`src/rtl/dmem_access_unit_pkg.sv`:
```
// Shared encodings for the data-memory access unit: access sizes and FSM states.
package dmem_access_unit_pkg;

    localparam logic [1:0] SZ_BYTE = 2'b00;
    localparam logic [1:0] SZ_HALF = 2'b01;
    localparam logic [1:0] SZ_WORD = 2'b10;

    typedef enum logic [1:0] {
        ST_IDLE   = 2'b00,
        ST_REQ    = 2'b01,
        ST_WAIT_R = 2'b10,
        ST_RESP   = 2'b11
    } state_e;

endpackage

```
`src/rtl/dmem_store_align.sv`:
```
// Combinational store alignment: byte enables, lane-shifted store data and misalignment flag.
module dmem_store_align
    import dmem_access_unit_pkg::*;
(
    input  logic [1:0]  size_i,
    input  logic [1:0]  offset_i,
    input  logic [31:0] wdata_i,
    output logic [3:0]  wmask_o,
    output logic [31:0] wdata_o,
    output logic        misaligned_o
);

    always_comb begin
        wmask_o      = 4'b1111;
        misaligned_o = 1'b0;
        case (size_i)
            SZ_BYTE: wmask_o = 4'b0001 << offset_i;
            SZ_HALF: begin
                // Offset 1 stays legal: the load extractor handles the straddling half.
                wmask_o      = 4'b0011 << offset_i;
                misaligned_o = (offset_i == 2'd3);
            end
            SZ_WORD: misaligned_o = (offset_i != 2'd0);
            default: misaligned_o = (offset_i != 2'd0);
        endcase
    end

    assign wdata_o = wdata_i << {offset_i, 3'b000};

endmodule

```
`src/rtl/dmem_access_unit.sv`:
```
// Data-memory access stage: alignment check, valid/ready memory request, read-response
// capture with timeout, and pipeline stall while an access is outstanding.
module dmem_access_unit
    import dmem_access_unit_pkg::*;
#(
    parameter int unsigned TIMEOUT = 255
) (
    input  logic        clk,
    input  logic        rst_n,
    input  logic        req_valid_i,
    output logic        req_ready_o,
    input  logic        req_we_i,
    input  logic [1:0]  req_size_i,
    input  logic [31:0] req_addr_i,
    input  logic [31:0] req_wdata_i,
    output logic        mem_valid_o,
    input  logic        mem_ready_i,
    output logic        mem_we_o,
    output logic [31:0] mem_addr_o,
    output logic [3:0]  mem_wmask_o,
    output logic [31:0] mem_wdata_o,
    input  logic        mem_rvalid_i,
    input  logic [31:0] mem_rdata_i,
    output logic        rsp_valid_o,
    output logic [31:0] rsp_rdata_o,
    output logic [1:0]  rsp_offset_o,
    output logic        rsp_err_o,
    output logic        stall_o
);

    // state   | meaning
    // IDLE    | ready for a new access
    // REQ     | mem_valid up, waiting for mem_ready
    // WAIT_R  | load accepted, waiting for mem_rvalid or timeout
    // RESP    | one-cycle completion pulse

    localparam int CW = (TIMEOUT == 0) ? 1 : $clog2(TIMEOUT + 1);
    localparam logic [CW-1:0] CNT_MAX = '1;
    localparam logic [CW-1:0] TO_VAL  = CW'(TIMEOUT);

    state_e      state_q, state_d;
    logic        we_q, we_d;
    logic [31:0] addr_q, addr_d;
    logic [3:0]  wmask_q, wmask_d;
    logic [31:0] wdata_q, wdata_d;
    logic [CW-1:0] cnt_q, cnt_d, cnt_inc;
    logic [31:0] rsp_rdata_q, rsp_rdata_d;
    logic [1:0]  rsp_offset_q, rsp_offset_d;
    logic        rsp_err_q, rsp_err_d;

    logic [3:0]  al_wmask;
    logic [31:0] al_wdata;
    logic        al_misaligned;

    dmem_store_align u_align (
        .size_i       (req_size_i),
        .offset_i     (req_addr_i[1:0]),
        .wdata_i      (req_wdata_i),
        .wmask_o      (al_wmask),
        .wdata_o      (al_wdata),
        .misaligned_o (al_misaligned)
    );

    assign cnt_inc = cnt_q + CW'(1);

    always_comb begin
        state_d      = state_q;
        we_d         = we_q;
        addr_d       = addr_q;
        wmask_d      = wmask_q;
        wdata_d      = wdata_q;
        cnt_d        = cnt_q;
        rsp_rdata_d  = rsp_rdata_q;
        rsp_offset_d = rsp_offset_q;
        rsp_err_d    = rsp_err_q;
        case (state_q)
            ST_IDLE: begin
                if (req_valid_i) begin
                    we_d    = req_we_i;
                    addr_d  = req_addr_i;
                    wmask_d = req_we_i ? al_wmask : 4'b0000;
                    wdata_d = al_wdata;
                    if (al_misaligned) begin
                        state_d      = ST_RESP;
                        rsp_err_d    = 1'b1;
                        rsp_rdata_d  = 32'h0;
                        rsp_offset_d = req_addr_i[1:0];
                    end else begin
                        state_d = ST_REQ;
                    end
                end
            end
            ST_REQ: begin
                if (mem_ready_i) begin
                    if (we_q) begin
                        state_d      = ST_RESP;
                        rsp_err_d    = 1'b0;
                        rsp_rdata_d  = 32'h0;
                        rsp_offset_d = addr_q[1:0];
                    end else begin
                        state_d = ST_WAIT_R;
                        cnt_d   = '0;
                    end
                end
            end
            ST_WAIT_R: begin
                if (mem_rvalid_i) begin
                    state_d      = ST_RESP;
                    rsp_err_d    = 1'b0;
                    rsp_rdata_d  = mem_rdata_i;
                    rsp_offset_d = addr_q[1:0];
                end else begin
                    if (cnt_q != CNT_MAX) cnt_d = cnt_inc;
                    if (TIMEOUT != 0 && cnt_inc == TO_VAL) begin
                        state_d      = ST_RESP;
                        rsp_err_d    = 1'b1;
                        rsp_rdata_d  = 32'h0;
                        rsp_offset_d = addr_q[1:0];
                    end
                end
            end
            ST_RESP: state_d = ST_IDLE;
            default: state_d = ST_IDLE;
        endcase
    end

    always_ff @(posedge clk or negedge rst_n) begin
        if (!rst_n) begin
            state_q      <= ST_IDLE;
            we_q         <= 1'b0;
            addr_q       <= 32'h0;
            wmask_q      <= 4'b0000;
            wdata_q      <= 32'h0;
            cnt_q        <= '0;
            rsp_rdata_q  <= 32'h0;
            rsp_offset_q <= 2'b00;
            rsp_err_q    <= 1'b0;
        end else begin
            state_q      <= state_d;
            we_q         <= we_d;
            addr_q       <= addr_d;
            wmask_q      <= wmask_d;
            wdata_q      <= wdata_d;
            cnt_q        <= cnt_d;
            rsp_rdata_q  <= rsp_rdata_d;
            rsp_offset_q <= rsp_offset_d;
            rsp_err_q    <= rsp_err_d;
        end
    end

    assign req_ready_o  = (state_q == ST_IDLE);
    assign stall_o      = (state_q != ST_IDLE);
    assign mem_valid_o  = (state_q == ST_REQ);
    assign mem_we_o     = we_q;
    assign mem_addr_o   = {addr_q[31:2], 2'b00};
    assign mem_wmask_o  = wmask_q;
    assign mem_wdata_o  = wdata_q;
    assign rsp_valid_o  = (state_q == ST_RESP);
    assign rsp_rdata_o  = rsp_rdata_q;
    assign rsp_offset_o = rsp_offset_q;
    assign rsp_err_o    = rsp_err_q;

endmodule
```
`config.mk`:
```
export PLATFORM = sky130hd
export DESIGN_NAME = dmem_access_unit
export DESIGN_NICKNAME = d
export VERILOG_FILES = /design/src/rtl/dmem_access_unit_pkg.sv /design/src/rtl/dmem_store_align.sv /design/src/rtl/dmem_access_unit.sv
export SDC_FILE = /design/constraint.sdc
export NUM_CORES = 1
export LEC_CHECK = 0
export CORE_ASPECT_RATIO = 0.9
export CORE_MARGIN = 2
export CORE_UTILIZATION = 42
export DETAILED_ROUTE_END_ITERATION = 16
export PLACE_DENSITY = 0.88
export SLEW_MARGIN = 20
export SYNTH_ARGS = -nofsm -noshare
export SYNTH_HDL_FRONTEND = slang
export SYNTH_HIERARCHICAL = 1
export SYNTH_SLANG_ARGS = --single-unit
export TNS_END_PERCENT = 100
```
`constraint.sdc`:
```
create_clock -name clk -period 2.9 [get_ports clk]
set_input_delay 0.725 -clock clk [delete_from_list [all_inputs] [get_ports clk]]
set_output_delay 0.725 -clock clk [all_outputs]
set_load 0.005 [all_outputs]
```
==> summary by stage, run 1 <==
Global routing
The global-route usage over all layers is between 20% and 30%. The number of antenna violations at the first check in global routing is 0. The aggregate global routing overflow is 0. The via count of the first global-routing pass came to approximately 4,400. The wire length of the first global-routing pass is between 20,000 and 25,000 µm. Entering global routing, the biggest net connects 51 pins.

Detailed routing
The overall via count from detail_route is ~4,200. The count of nets left with antenna violations once routing finished came out at 0. For this run, design rule violations remaining after detail routing come to 0. Using the TritonRoute via totals, the vias-per-cell ratio works out to ~5.3. The final wirelength is ~15,000 µm. The detailed router finished its first iteration with 144 violations. For this run, the detailed router's first-pass iteration total came to 6. The detailed-route wire length per cell is roughly 19 µm.

Yosys
Yosys printed 6 warnings. The share of synthesized flip-flops with an asynchronous set or reset is between 90% and 100%. The number of cells produced by synthesis is 435. Sorting the synthesized cells by area gives the leading types as sky130_fd_sc_hd__dfrtp_1 (51%), sky130_fd_sc_hd__mux2_2 (14%), sky130_fd_sc_hd__mux2i_1 (6.3%). The fraction of synthesized cell area taken by the top area cell type is just over 50%.

In the synthesized netlist the dominant register cell turns out to be sky130_fd_sc_hd__dfrtp_1. The count of unique library cells instantiated by Yosys is 61. The synthesized area divided by synthesized cell count is roughly 13 µm². The proportion of synthesized chip area in sequential cells is about half. The synthesized netlist occupies a cell area of around 5600 µm². The synthesized design spends more area on one cell type than any other, namely sky130_fd_sc_hd__dfrtp_1. The number of synthesized register bits is 114. The synthesized design contains 0 enable-type register cells.

Die
The die is ~130 µm wide. After floorplanning, the core was divided into 39 placement rows. The number of ports placed on the die boundary is about 210. The floorplan step defined a core boundary enclosing around 13,000 µm². The die covers ~14,000 µm². The initial core utilization is a little over two fifths. The die height is ~110 µm.

Placed design
The pre-CTS setup slack is 0.1700 ns. Port buffering added 209 buffers. The final weighted congestion of routability-driven global placement is around 0.83. The half-perimeter wire length of the detailed placement result is ~11,000 µm.

STA
The worst hold margin is around 0.3 ns. The worst pin sits at a relative slew slack of 47.00%. The final-layout setup total negative slack is 0 ns.

Setup repair after global routing left no endpoint under its margin. The worst path meets setup with 0.2125 ns of slack. The highest clock frequency the design can meet is approximately 370 MHz. The fraction of the cycle the final worst path needs is a little over 90%. The number of pins exceeding their max-slew limit in the final report is 0.

Setup violations remaining at the end of the flow were counted as 0. The post-layout minimum cycle time is 2.688 ns. For the pin with the worst max-slew slack, the measured transition is about 0.8 ns. The clock arrives with 0.006233 ns of skew.

The final hold violation count came to 0.

Worst setup path
The start point of the critical path is state_q[0]. For the worst setup path, the data required time is 2.17 ns. Along the worst path, the maximum fanout reaches 7.

The worst reg-to-reg path cell count is 7. In this run the critical register-to-register path is launched from cnt_q[1]. The worst setup path category is reg2out.

The kind of start point of the critical path is a register. The capturing element type of the critical path is an output port. For the worst setup path, the data arrival time is between 1.5 and 2 ns.

Layout
The area growth from synthesis to layout is 47.00%. The area used by multi-input combinational logic is between 2000 and 2500 µm². The count of inserted antenna diode cells is 0. The flip-flop and latch area is between 2000 and 3000 µm². Fill cells in the final layout number roughly 960. In the layout the commonest cells are sky130_fd_sc_hd__clkdlybuf4s50_1 (207), sky130_fd_sc_hd__dfrtp_1 (114), sky130_fd_sc_hd__mux2_2 (69).

The fraction of final layout cells sized beyond drive strength 1 is 20.86%. The core utilization of the finished layout is 63.70%. The library cell used most frequently in the layout, excluding fill and tap cells, is sky130_fd_sc_hd__clkdlybuf4s50_1. For this run, the post-layout net count is just over 700.

CTS
The count of clock tree sinks is around 110. The clock insertion delay at the later pin of the skew report is roughly 0.4 ns. CTS built an H-tree with a depth of 4. Post-CTS timing repair inserted 0 buffers for setup.

TritonCTS built the clock tree. The maximum root-to-sink buffer count is 2. The TritonCTS buffer count is 17.

The clock edge transition at the registers on the reported setup and hold paths is approximately 0.060 ns. The hold buffer count at cts is 0. CTS placed an instance of sky130_fd_sc_hd__clkbuf_16 at the clock tree root. The number of gates resized after CTS was 0.

Power and ir drop
The power density relative to cell area is 1047 nW/µm². Across the VDD grid, the largest voltage drop is 667.1 µV. In this run the static leakage power is between 3 and 4 nW.

Flow run
The tool flagged a number of max-cap violations equal to 0.

Status
The run finished with clean final reports.

Worst hold path
In this run the worst hold path is classified as in2async.
-- sequential cells by signal, indices dropped and copies added (netlist names) --
name          cells
rsp_offset_o      2
mem_wdata_o      32
rsp_rdata_o      32
cnt_q             8
mem_wmask_o       4
state_q           2
addr_q           32
mem_we_o          1
rsp_err_o         1
-- through the flow --
step | instance area (µm²) | power (mW) | std cells
after detailed placement | 7526 | 6.288 | 760
after global placement | 7526 | 6.135 | 760
after CTS | 8175 | 8.646 | 792
after global routing | 8175 | 9.026 | 792
final | 8175 | 8.561 | 792
after floorplan | 5565 | 4.670 | 436
-- final cells by class --
cell class | count | area share, %
clock buffer | 18 | 5.372
clock inverter | 14 | 2.571
inverter | 6 | 0.2755
multi-input combinational | 257 | 27.50
sequential | 114 | 34.89
tap | 164 | 2.510
timing repair buffer | 219 | 26.87
-- synthesized netlist by cell type, types with 3 or more instances --
library cell                    instances
sky130_fd_sc_hd__buf_4                 33
sky130_fd_sc_hd__mux2_2                69
sky130_fd_sc_hd__mux2_4                 3
sky130_fd_sc_hd__clkbuf_1               8
sky130_fd_sc_hd__o21ai_0                9
sky130_fd_sc_hd__dfrtp_1              114
sky130_fd_sc_hd__buf_2                  4
sky130_fd_sc_hd__mux2i_1               35
sky130_fd_sc_hd__a22o_1                31
sky130_fd_sc_hd__nand3_1                7
sky130_fd_sc_hd__and3_1                 3
sky130_fd_sc_hd__dlygate4sd1_1          3
sky130_fd_sc_hd__nand2_1               22
sky130_fd_sc_hd__buf_6                  7
sky130_fd_sc_hd__and2_1                 9
sky130_fd_sc_hd__o2bb2ai_1              8
sky130_fd_sc_hd__inv_1                  6
sky130_fd_sc_hd__nor2_1                10
sky130_fd_sc_hd__ha_1                   6
-- path summary, 6_finish.rpt --
| path | endpoint | slack [ns] |
|---|---|---|
| max in group asynchronous | addr_q[8] | 1.82 |
| hold reg to reg | mem_wmask_o[0] | 0.49 |
| hold / removal | mem_wdata_o[11] | 0.30 |
| setup / recovery | stall_o | 0.21 |
| min in group clk | mem_wmask_o[0] | 0.49 |
| setup reg to reg | rsp_rdata_o[24] | 0.49 |
-- cells by family (layout without fill, tap and decap cells) --
family | count (synthesis) | count (layout) | synth area share (%)
buffers and inverters | 65 | 257 | 8.482
adder cells (fa/ha/maj) | 6 | 6 | 1.350
flip-flops | 114 | 114 | 51.29
AO/OA/AOI/OAI | 69 | 69 | 10.51
multiplexers | 107 | 107 | 21.08
other | 1 | 2 | 0.06743
AND/OR/NAND/NOR | 73 | 73 | 7.222
-- critical path, cell delays in order (launching register included) --
cell	delay [ns]
sky130_fd_sc_hd__dfrtp_1	0.42
sky130_fd_sc_hd__inv_1	0.16
sky130_fd_sc_hd__ha_1	0.37
sky130_fd_sc_hd__inv_1	0.13
sky130_fd_sc_hd__clkdlybuf4s50_1	0.48
-- power by group --
group	internal (mW)	total [mW]	switching (mW)
Sequential	2.32	2.79	0.466
Combinational	2.20	3.49	1.29
Clock	1.54	2.29	0.744
-- per-layer routing --
layer	GRT usage, %	routed length (µm)
met5	0	0
met1	23.76	5606
met2	37.57	7449
met4	8.074	317
met3	9.267	1485
No activity file was read; power rests on OpenSTA's default activity.
==> run 2: changes to the inputs <==
--- a/config.mk
+++ b/config.mk
@@ -5,11 +5,13 @@
 export SDC_FILE = /design/constraint.sdc
 export NUM_CORES = 1
 export LEC_CHECK = 0
+export ABC_CLOCK_PERIOD_IN_PS = 2900
 export CORE_ASPECT_RATIO = 0.9
 export CORE_MARGIN = 2
 export CORE_UTILIZATION = 42
 export DETAILED_ROUTE_END_ITERATION = 16
 export PLACE_DENSITY = 0.88
+export SKIP_CTS_REPAIR_TIMING = 1
 export SLEW_MARGIN = 20
 export SYNTH_ARGS = -nofsm -noshare
 export SYNTH_HDL_FRONTEND = slang
==> results of run 2 <==
Same layout as run 1: the final DEF is identical, and so are final timing and power.
